$ cat src/rtl/alu_fsm_pkg.sv
//------------------------------------------------------------------------------
// Module  : alu_fsm_pkg
// Brief   : State encoding and instruction-class codes shared by the ALU
//           execution sequencer.
// Revision: 1.0 - initial release
//------------------------------------------------------------------------------
`default_nettype none

package alu_fsm_pkg;

    typedef enum logic [2:0] {
        ST_IDLE    = 3'd0,
        ST_FETCH_A = 3'd1,
        ST_FETCH_B = 3'd2,
        ST_EXEC    = 3'd3,
        ST_WRITE   = 3'd4,
        ST_FINISH  = 3'd5
    } state_t;

    localparam logic [1:0] CLS_RR         = 2'b00;
    localparam logic [1:0] CLS_RI         = 2'b01;
    localparam logic [3:0] CMP_OP_DEFAULT = 4'b1111;

endpackage

`default_nettype wire

$ cat src/rtl/imm_extend.sv
//------------------------------------------------------------------------------
// Module  : imm_extend
// Brief   : Widens an IMM_W immediate to DATA_W by sign or zero extension.
// Revision: 1.0 - initial release
//------------------------------------------------------------------------------
`default_nettype none

module imm_extend #(
    parameter int IMM_W    = 6,
    parameter int DATA_W   = 16,
    parameter int SIGN_EXT = 1
) (
    input  logic [IMM_W-1:0]  imm_i,
    output logic [DATA_W-1:0] ext_o
);

    generate
        if (IMM_W == DATA_W) begin : g_pass
            assign ext_o = imm_i;
        end else begin : g_ext
            logic w_fill;
            assign w_fill = (SIGN_EXT != 0) ? imm_i[IMM_W-1] : 1'b0;
            assign ext_o  = {{(DATA_W-IMM_W){w_fill}}, imm_i};
        end
    endgenerate

endmodule

`default_nettype wire

$ cat src/rtl/alu_exec_fsm.sv
//------------------------------------------------------------------------------
// Module  : alu_exec_fsm
// Brief   : Sequences operand fetch, ALU execution and write-back for one
//           latched instruction, issuing one-hot datapath strobes.
// Revision: 1.0 - initial release
//------------------------------------------------------------------------------
`default_nettype none

module alu_exec_fsm
    import alu_fsm_pkg::*;
#(
    parameter int              DATA_W      = 16,
    parameter int              REG_AW      = 4,
    parameter int              OP_W        = 4,
    parameter int              INSTR_W     = 16,
    parameter int              EXEC_CYCLES = 1,
    parameter int              SIGN_EXT    = 1,
    parameter logic [OP_W-1:0] CMP_OP      = OP_W'(CMP_OP_DEFAULT)
) (
    input  logic               clk,
    input  logic               rst,
    input  logic               start,
    input  logic [INSTR_W-1:0] instruction,
    output logic               busy,
    output logic               done,
    output logic               illegal,
    output logic [OP_W-1:0]    aluOp,
    output logic [REG_AW-1:0]  rxOut,
    output logic               ALUin0,
    output logic               ALUin1,
    output logic               ALUImmOut,
    output logic [DATA_W-1:0]  param2Out,
    output logic               ALUoutlatch,
    output logic               ALUoutEN,
    output logic [REG_AW-1:0]  rxIn,
    output logic               pcInc
);

    localparam int IMM_W = INSTR_W - 2 - OP_W - REG_AW;
    localparam int CNT_W = 4;

    state_t             state_q, state_d;
    logic [INSTR_W-1:0] instr_q, instr_d;
    logic [CNT_W-1:0]   cnt_q,   cnt_d;

    logic [1:0]         w_cls;
    logic [1:0]         w_in_cls;
    logic [OP_W-1:0]    w_op;
    logic [REG_AW-1:0]  w_rd;
    logic [IMM_W-1:0]   w_imm;
    logic [REG_AW-1:0]  w_rs;
    logic [DATA_W-1:0]  w_ext;
    logic               w_legal;
    logic               w_in_legal;

    assign w_cls      = instr_q[INSTR_W-1 -: 2];
    assign w_op       = instr_q[INSTR_W-3 -: OP_W];
    assign w_rd       = instr_q[INSTR_W-3-OP_W -: REG_AW];
    assign w_imm      = instr_q[IMM_W-1:0];
    assign w_rs       = w_imm[IMM_W-1 -: REG_AW];
    assign w_legal    = (w_cls == CLS_RR) || (w_cls == CLS_RI);
    assign w_in_cls   = instruction[INSTR_W-1 -: 2];
    assign w_in_legal = (w_in_cls == CLS_RR) || (w_in_cls == CLS_RI);

    imm_extend #(
        .IMM_W    (IMM_W),
        .DATA_W   (DATA_W),
        .SIGN_EXT (SIGN_EXT)
    ) u_imm_extend (
        .imm_i (w_imm),
        .ext_o (w_ext)
    );

    always_ff @(posedge clk) begin
        if (!rst) begin
            state_q <= ST_IDLE;
            instr_q <= '0;
            cnt_q   <= '0;
        end else begin
            state_q <= state_d;
            instr_q <= instr_d;
            cnt_q   <= cnt_d;
        end
    end

    assign busy  = (state_q != ST_IDLE);
    assign aluOp = busy ? w_op : '0;

    always_comb begin
        state_d     = state_q;
        instr_d     = instr_q;
        cnt_d       = cnt_q;
        done        = 1'b0;
        illegal     = 1'b0;
        rxOut       = '0;
        ALUin0      = 1'b0;
        ALUin1      = 1'b0;
        ALUImmOut   = 1'b0;
        param2Out   = '0;
        ALUoutlatch = 1'b0;
        ALUoutEN    = 1'b0;
        rxIn        = '0;
        pcInc       = 1'b0;

        case (state_q)
            ST_IDLE: begin
                cnt_d = '0;
                if (start) begin
                    instr_d = instruction;
                    // Illegal classes skip the datapath entirely.
                    state_d = w_in_legal ? ST_FETCH_A : ST_FINISH;
                end
            end
            ST_FETCH_A: begin
                rxOut   = w_rd;
                ALUin0  = 1'b1;
                state_d = ST_FETCH_B;
            end
            ST_FETCH_B: begin
                ALUin1 = 1'b1;
                if (w_cls == CLS_RI) begin
                    ALUImmOut = 1'b1;
                    param2Out = w_ext;
                end else begin
                    rxOut = w_rs;
                end
                cnt_d   = CNT_W'(EXEC_CYCLES - 1);
                state_d = ST_EXEC;
            end
            ST_EXEC: begin
                if (cnt_q == '0) begin
                    ALUoutlatch = 1'b1;
                    state_d     = (w_op == CMP_OP) ? ST_FINISH : ST_WRITE;
                end else begin
                    cnt_d = cnt_q - CNT_W'(1);
                end
            end
            ST_WRITE: begin
                ALUoutEN = 1'b1;
                rxIn     = w_rd;
                state_d  = ST_FINISH;
            end
            ST_FINISH: begin
                done    = 1'b1;
                pcInc   = 1'b1;
                illegal = ~w_legal;
                state_d = ST_IDLE;
            end
            default: begin
                state_d = ST_IDLE;
            end
        endcase
    end

endmodule

`default_nettype wire

$ cat config.mk
export PLATFORM = sky130hd
export DESIGN_NAME = alu_exec_fsm
export DESIGN_NICKNAME = d
export VERILOG_FILES = /design/src/rtl/alu_fsm_pkg.sv /design/src/rtl/imm_extend.sv /design/src/rtl/alu_exec_fsm.sv
export SDC_FILE = /design/constraint.sdc
export NUM_CORES = 1
export LEC_CHECK = 0
export CORE_MARGIN = 2
export CORE_UTILIZATION = 45
export CTS_CLUSTER_SIZE = 10
export DETAILED_ROUTE_END_ITERATION = 16
export GPL_ROUTABILITY_DRIVEN = 0
export GPL_TIMING_DRIVEN = 0
export HOLD_SLACK_MARGIN = 0.08
export PLACE_DENSITY_LB_ADDON = 0.25
export SYNTH_ARGS = -nofsm -noshare
export SYNTH_HDL_FRONTEND = slang
export SYNTH_SLANG_ARGS = --single-unit
$ cat constraint.sdc
create_clock -name clk -period 3.3 [get_ports clk]
set_input_delay 0.33 -clock clk [delete_from_list [all_inputs] [get_ports clk]]
set_output_delay 0.33 -clock clk [all_outputs]
set_load 0.05 [all_outputs]
==> results of run 1 <==
final cells by class:
type | count | share of cell area [%]
clock buffer | 3 | 1.17
multi-input combinational | 118 | 35.1
buffer | 22 | 8.13
tap | 31 | 2.02
clock inverter | 1 | 0.260
inverter | 4 | 0.781
timing repair buffer | 55 | 28.6
sequential | 23 | 23.9
power by group through the flow:
stage,clock network [mW],logic [mW],registers (mW)
final,0.132,0.266,0.317
after global routing,0.147,0.287,0.320
after CTS,0.135,0.267,0.316
after detailed placement,0,0.264,0.323
after global placement,0,0.260,0.321
after floorplan,0,0.183,0.317
cell families after synthesis:
| family | synth area share, % |
|---|---|
| and+or+nand+nor | 36.1 |
| buffers and inverters | 13.1 |
| muxes | 0.766 |
| adders and majority gates | 0.958 |
| DFF | 35.2 |
| AOI/OAI and AO/OA | 13.8 |
state kept, by name (all words and copies together) (netlist names):
name,flops
instr_q,16
cnt_q,4
state_q,3
cells in the mapped netlist (all sizes together) (4+ instances only):
cell / n / area, sq um
nor2b: 7 / 43.8
and3: 6 / 37.5
dfxtp: 23 / 460
nand3: 5 / 25.0
a22o: 4 / 35.0
a21oi: 18 / 90.1
nor3: 4 / 20.0
inv: 4 / 15.0
and2: 9 / 56.3
nor2: 4 / 15.0
buf: 17 / 138
nand2: 37 / 139
clkbuf: 5 / 18.8
stage by stage:
step                      total power, mW  instance area (sq um)
final                               0.715                   1920
after global routing                0.753                   1920
after CTS                           0.718                   1920
after detailed placement            0.587                   1900
after global placement              0.582                   1900
after floorplan                     0.500                   1310
path summary, 6_finish.rpt:
kind / cells after the start / start / endpoint
worst min register to register: 2 / instr_q[1] / instr_q[1]
worst max-delay path: 5 / state_q[2] / param2Out[7]
worst min-delay path: 2 / instr_q[1] / instr_q[1]
worst max register to register: 5 / cnt_q[0] / state_q[0]
critical path, cell delays in order, from the launching register on:
cell and delay (ps):
dfxtp_1 390, nand2b_1 200, nor3b_2 380, and2_1 400, buf_4 170, clkdlybuf4s50_1 800
routing by layer:
layer	GRT usage [%]	vias up	wire [um]
li1	-	678	-
met1	25.1	614	1440
met2	38.3	37	1770
met3	3.57	6	153
met4	8.64	0	46
met5	0	-	0
layout by cell type (no fill, tap or decap), types with 3 or more instances in the layout:
cell              n
nand2_1          37
nor3_1            4
clkdlybuf4s50_1  55
a22o_1            4
buf_4            12
clkbuf_1          5
nor2_1            4
dfxtp_1          23
and3_1            6
nor2b_1           7
nand3_1           5
and2_1            9
inv_1             4
a21oi_1          18
clkbuf_4          3
==> results.sh, run 1 <==
export IMPL_outcome="finished clean"
export IMPL_syn_area_per_cell_sq_um=7.82
export IMPL_async_reset_ff_share_pct=0
export IMPL_dieHeight_um=57.9
export IMPL_powerDensity_nw_per_um2=372
export IMPL_clock_path_buffers=2
export IMPL_grt_util_all_layers_pct=21.3
export IMPL_drcViolationCount=0
export IMPL_layout_cells_non_filler=257
export IMPL_rows=19
export IMPL_clock_sinks=23
export IMPL_ys_types=36
export IMPL_switchingPower_uw=264
export IMPL_core_area_sq_um=2760
export IMPL_h_tree_depth=1
export IMPL_synthCells=167
export IMPL_finalCritPeriodShare_pct=90.3
export IMPL_synth_edff_count=0
export IMPL_p_comb_share_pct=37.2
export IMPL_multiInputGateArea_sq_um=674
export IMPL_cts_tree="yes"
export IMPL_tightest_slew_ps=615
export IMPL_antennaDiodeCount=0
export IMPL_p_clk_share_pct=18.5
export IMPL_leakage_nw=0.750
export IMPL_r2r_slack_ps=1610
export IMPL_crit_type="register to output port"
export IMPL_min_period_ps=2980
export IMPL_portBuffers=55
export IMPL_holdBufCountCts=0
export IMPL_clkSlewWorstSetupHoldPaths_ps=130
export IMPL_clock_fmax_mhz=336
export IMPL_io_pins=56
export IMPL_antenna_found_initial=0
export IMPL_cts_buffers=3
export IMPL_final_core_util_pct=69.7
export IMPL_max_slew_margin_rel_pct=58.9
export IMPL_seqPwrFrac_pct=44.3
export IMPL_worst_ep_arrival_time_ps=2650
export IMPL_viasPerCell=5.19
export IMPL_die_w_um=57.9
export IMPL_cp_data_required_time_ps=2970
export IMPL_grt_pass1_vias=1337
export IMPL_cp_end_kind="output port"
export IMPL_p_int_uw=451
export IMPL_ys_seq_area_share_pct=35.2
export IMPL_fin_worst_skew_ps=6.91
export IMPL_p_sw_share_pct=36.9
export IMPL_fin_tns_setup_ps=0
export IMPL_cap_violations=0
export IMPL_syn_area_sq_um=1310
export IMPL_grt_ovfl_total=0
export IMPL_post_cts_buffers=0
export IMPL_dp_cells=253
export IMPL_slew_violations=0
export IMPL_num_fill_cells=231
export IMPL_cts_resized=0
export IMPL_layout_nets=247
export IMPL_vias=1335
export IMPL_ant_nets=0
export IMPL_routed_wl_um=3410
export IMPL_area_growth_pct=47.2
export IMPL_grt_max_degree=14
export IMPL_post_place_ws_ps=641
export IMPL_ys_ff_latch=23
export IMPL_drive_gt1_share_pct=11.1
export IMPL_irDropWorstVdd_v=0.000313
export IMPL_cp_start_kind="register"
export IMPL_dr_pass1_iters=4
export IMPL_routedWlPerCell_um=13.3
export IMPL_synth_nets=187
export IMPL_whs_ps=469
export IMPL_hp_class="register to register"
export IMPL_post_dp_hpwl_um=2570
export IMPL_path_max_fanout=11
export IMPL_ys_warn_count=0
export IMPL_grt_setup_unrepaired="no"
export IMPL_cts_root_buf="clkbuf_4"
export IMPL_die_area_sq_um=3350
export IMPL_hold_viol_final=0
export IMPL_ys_flop_type="dfxtp_1"
export IMPL_start_util_pct=47.4
export IMPL_drtIter0Drc=48
export IMPL_clock_latency_ps=310
export IMPL_setup_viol=0
export IMPL_grt_pass1_wl_um=5650
export IMPL_setup_slack_ps=320
export IMPL_seq_area_sq_um=460
(Power assumes the default switching activity.)
==> run 2, diff against run 1 <==
--- a/config.mk
+++ b/config.mk
@@ -5,9 +5,8 @@
 export SDC_FILE = /design/constraint.sdc
 export NUM_CORES = 1
 export LEC_CHECK = 0
-export CORE_MARGIN = 2
 export CORE_UTILIZATION = 45
-export CTS_CLUSTER_SIZE = 10
+export CTS_CLUSTER_SIZE = 12
 export DETAILED_ROUTE_END_ITERATION = 16
 export GPL_ROUTABILITY_DRIVEN = 0
 export GPL_TIMING_DRIVEN = 0
==> run 2 against run 1 <==
Effect of this change:
- highest routed layer unchanged
- die area decreased by 6.8%
- design area unchanged
- global-route usage grew 0.90 points
==> results.sh, run 2 (synthesis results as in run 1) <==
export IMPL_cts_root_buf="clkbuf_4"
export IMPL_finalCritPeriodShare_pct=90.5
export IMPL_post_cts_buffers=0
export IMPL_routed_wl_um=3340
export IMPL_top_register="instr_q"
export IMPL_outcome="finished clean"
export IMPL_max_slew_margin_rel_pct=60.4
export IMPL_drive_gt1_share_pct=11.1
export IMPL_area_growth_pct=47.2
export IMPL_io_pins=56
export IMPL_start_util_pct=47.4
export IMPL_cts_tree="yes"
export IMPL_p_comb_share_pct=37.1
export IMPL_antenna_found_initial=0
export IMPL_ant_nets=0
export IMPL_setup_viol=0
export IMPL_cp_end_kind="output port"
export IMPL_drtIter0Drc=44
export IMPL_grt_pass1_vias=1331
export IMPL_seqPwrFrac_pct=44.0
export IMPL_die_area_sq_um=3120
export IMPL_path_max_fanout=11
export IMPL_largest_reg_flops=16
export IMPL_wl_met2_um=1700
export IMPL_portBuffers=55
export IMPL_powerDensity_nw_per_um2=373
export IMPL_p_sw_share_pct=37.2
export IMPL_holdBufCountCts=0
export IMPL_cap_violations=0
export IMPL_vias=1366
export IMPL_drcViolationCount=0
export IMPL_worst_r2r_cell_count=5
export IMPL_dr_pass1_iters=6
export IMPL_p_clk_share_pct=18.9
export IMPL_post_dp_hpwl_um=2490
export IMPL_fin_tns_setup_ps=0
export IMPL_dp_cells=253
export IMPL_grt_setup_unrepaired="no"
export IMPL_power_uw=718
export IMPL_route_met3_wl_um=165
export IMPL_antennaDiodeCount=0
export IMPL_leakage_nw=0.750
export IMPL_dieHeight_um=55.9
export IMPL_min_period_ps=2990
export IMPL_grt_ovfl_total=0
export IMPL_routedWlPerCell_um=13.0
export IMPL_grt_max_degree=14
export IMPL_grt_util_all_layers_pct=22.2
export IMPL_crit_type="register to output port"
export IMPL_final_cell_mix="clkdlybuf4s50_1 (55), nand2_1 (37), dfxtp_1 (23), a21oi_1 (18), buf_4 (12)"
export IMPL_h_tree_depth=1
export IMPL_clock_fmax_mhz=335
export IMPL_grt_pass1_wl_um=5620
export IMPL_clock_latency_ps=320
export IMPL_reg_top3="instr_q: 16 flops, cnt_q: 4 flops, state_q: 3 flops"
export IMPL_layout_cells_non_filler=257
export IMPL_cts_resized=0
export IMPL_fin_worst_skew_ps=7.72
export IMPL_viasPerCell=5.32
export IMPL_hp_class="register to register"
export IMPL_cts_buffers=3
export IMPL_cp_start_kind="register"
export IMPL_rows=19
export IMPL_final_common_cell="clkdlybuf4s50_1"
export IMPL_cp_data_required_time_ps=2970
export IMPL_clock_sinks=23
export IMPL_m1WireLength_um=1450
export IMPL_switchingPower_uw=267
export IMPL_core_area_sq_um=2760
export IMPL_worst_ep_arrival_time_ps=2660
export IMPL_die_w_um=55.9
export IMPL_slew_violations=0
export IMPL_p_int_uw=451
export IMPL_tightest_slew_ps=592
export IMPL_layout_nets=247
export IMPL_whs_ps=459
export IMPL_hold_viol_final=0
export IMPL_top_layer_used="met4"
export IMPL_clock_path_buffers=2
export IMPL_clkSlewWorstSetupHoldPaths_ps=130
export IMPL_irDropWorstVdd_v=0.000265
export IMPL_hold_path_depth=2
[run 2: cell counts in the layout (fill, tap and decap cells not counted)]
No cell type changed its count.
[run 2: worst max-delay path, stage by stage (launching register included)]
cell and delay [ps]:
dfxtp_1 350, buf_6 130, nand2b_1 100, nor3b_2 370, and2_1 400, buf_4 170
clkdlybuf4s50_1 800
[run 2: area by class of cell]
class / instances / area [sq um]
tap: 31 / 38.8
buffer: 22 / 156
clock inverter: 1 / 5.00
fill: 237 / 835
multi-input combinational: 118 / 674
sequential: 23 / 460
timing repair buffer: 55 / 551
clock buffer: 3 / 22.5
inverter: 4 / 15.0
[run 2: path summary, 6_finish.rpt]
check                                start            end  slack [ps]
worst max-delay path            state_q[1]  param2Out[11]         310
worst min-delay path            instr_q[1]     instr_q[1]         460
worst max register to register    cnt_q[1]     state_q[0]        1720
worst min register to register  instr_q[1]     instr_q[1]         460
[run 2: stage by stage]
step	cell area, sq um	worst slack, ps	util (%)
finish	1920	313	69.7
global route	1920	90.0	69.7
CTS	1920	270	69.7
detailed placement	1900	638	68.7
global placement	1900	752	68.7
floorplan	1310	450	-
[run 2: routing by layer]
metal	vias up	track usage (%)
li1	674	-
met1	645	25.6
met2	43	39.6
met3	4	4.88
met4	0	9.41
met5	-	0
[run 2: power groups by stage]
| stage | clock network, mW | registers [mW] | logic [mW] |
|---|---|---|---|
| 5_1_grt | 0.153 | 0.319 | 0.284 |
| 4_1_cts | 0.142 | 0.316 | 0.267 |
| 6_report | 0.136 | 0.316 | 0.266 |
| 3_3_place_gp | 0 | 0.321 | 0.261 |
| 2_1_floorplan | 0 | 0.317 | 0.183 |
| 3_5_place_dp | 0 | 0.322 | 0.266 |
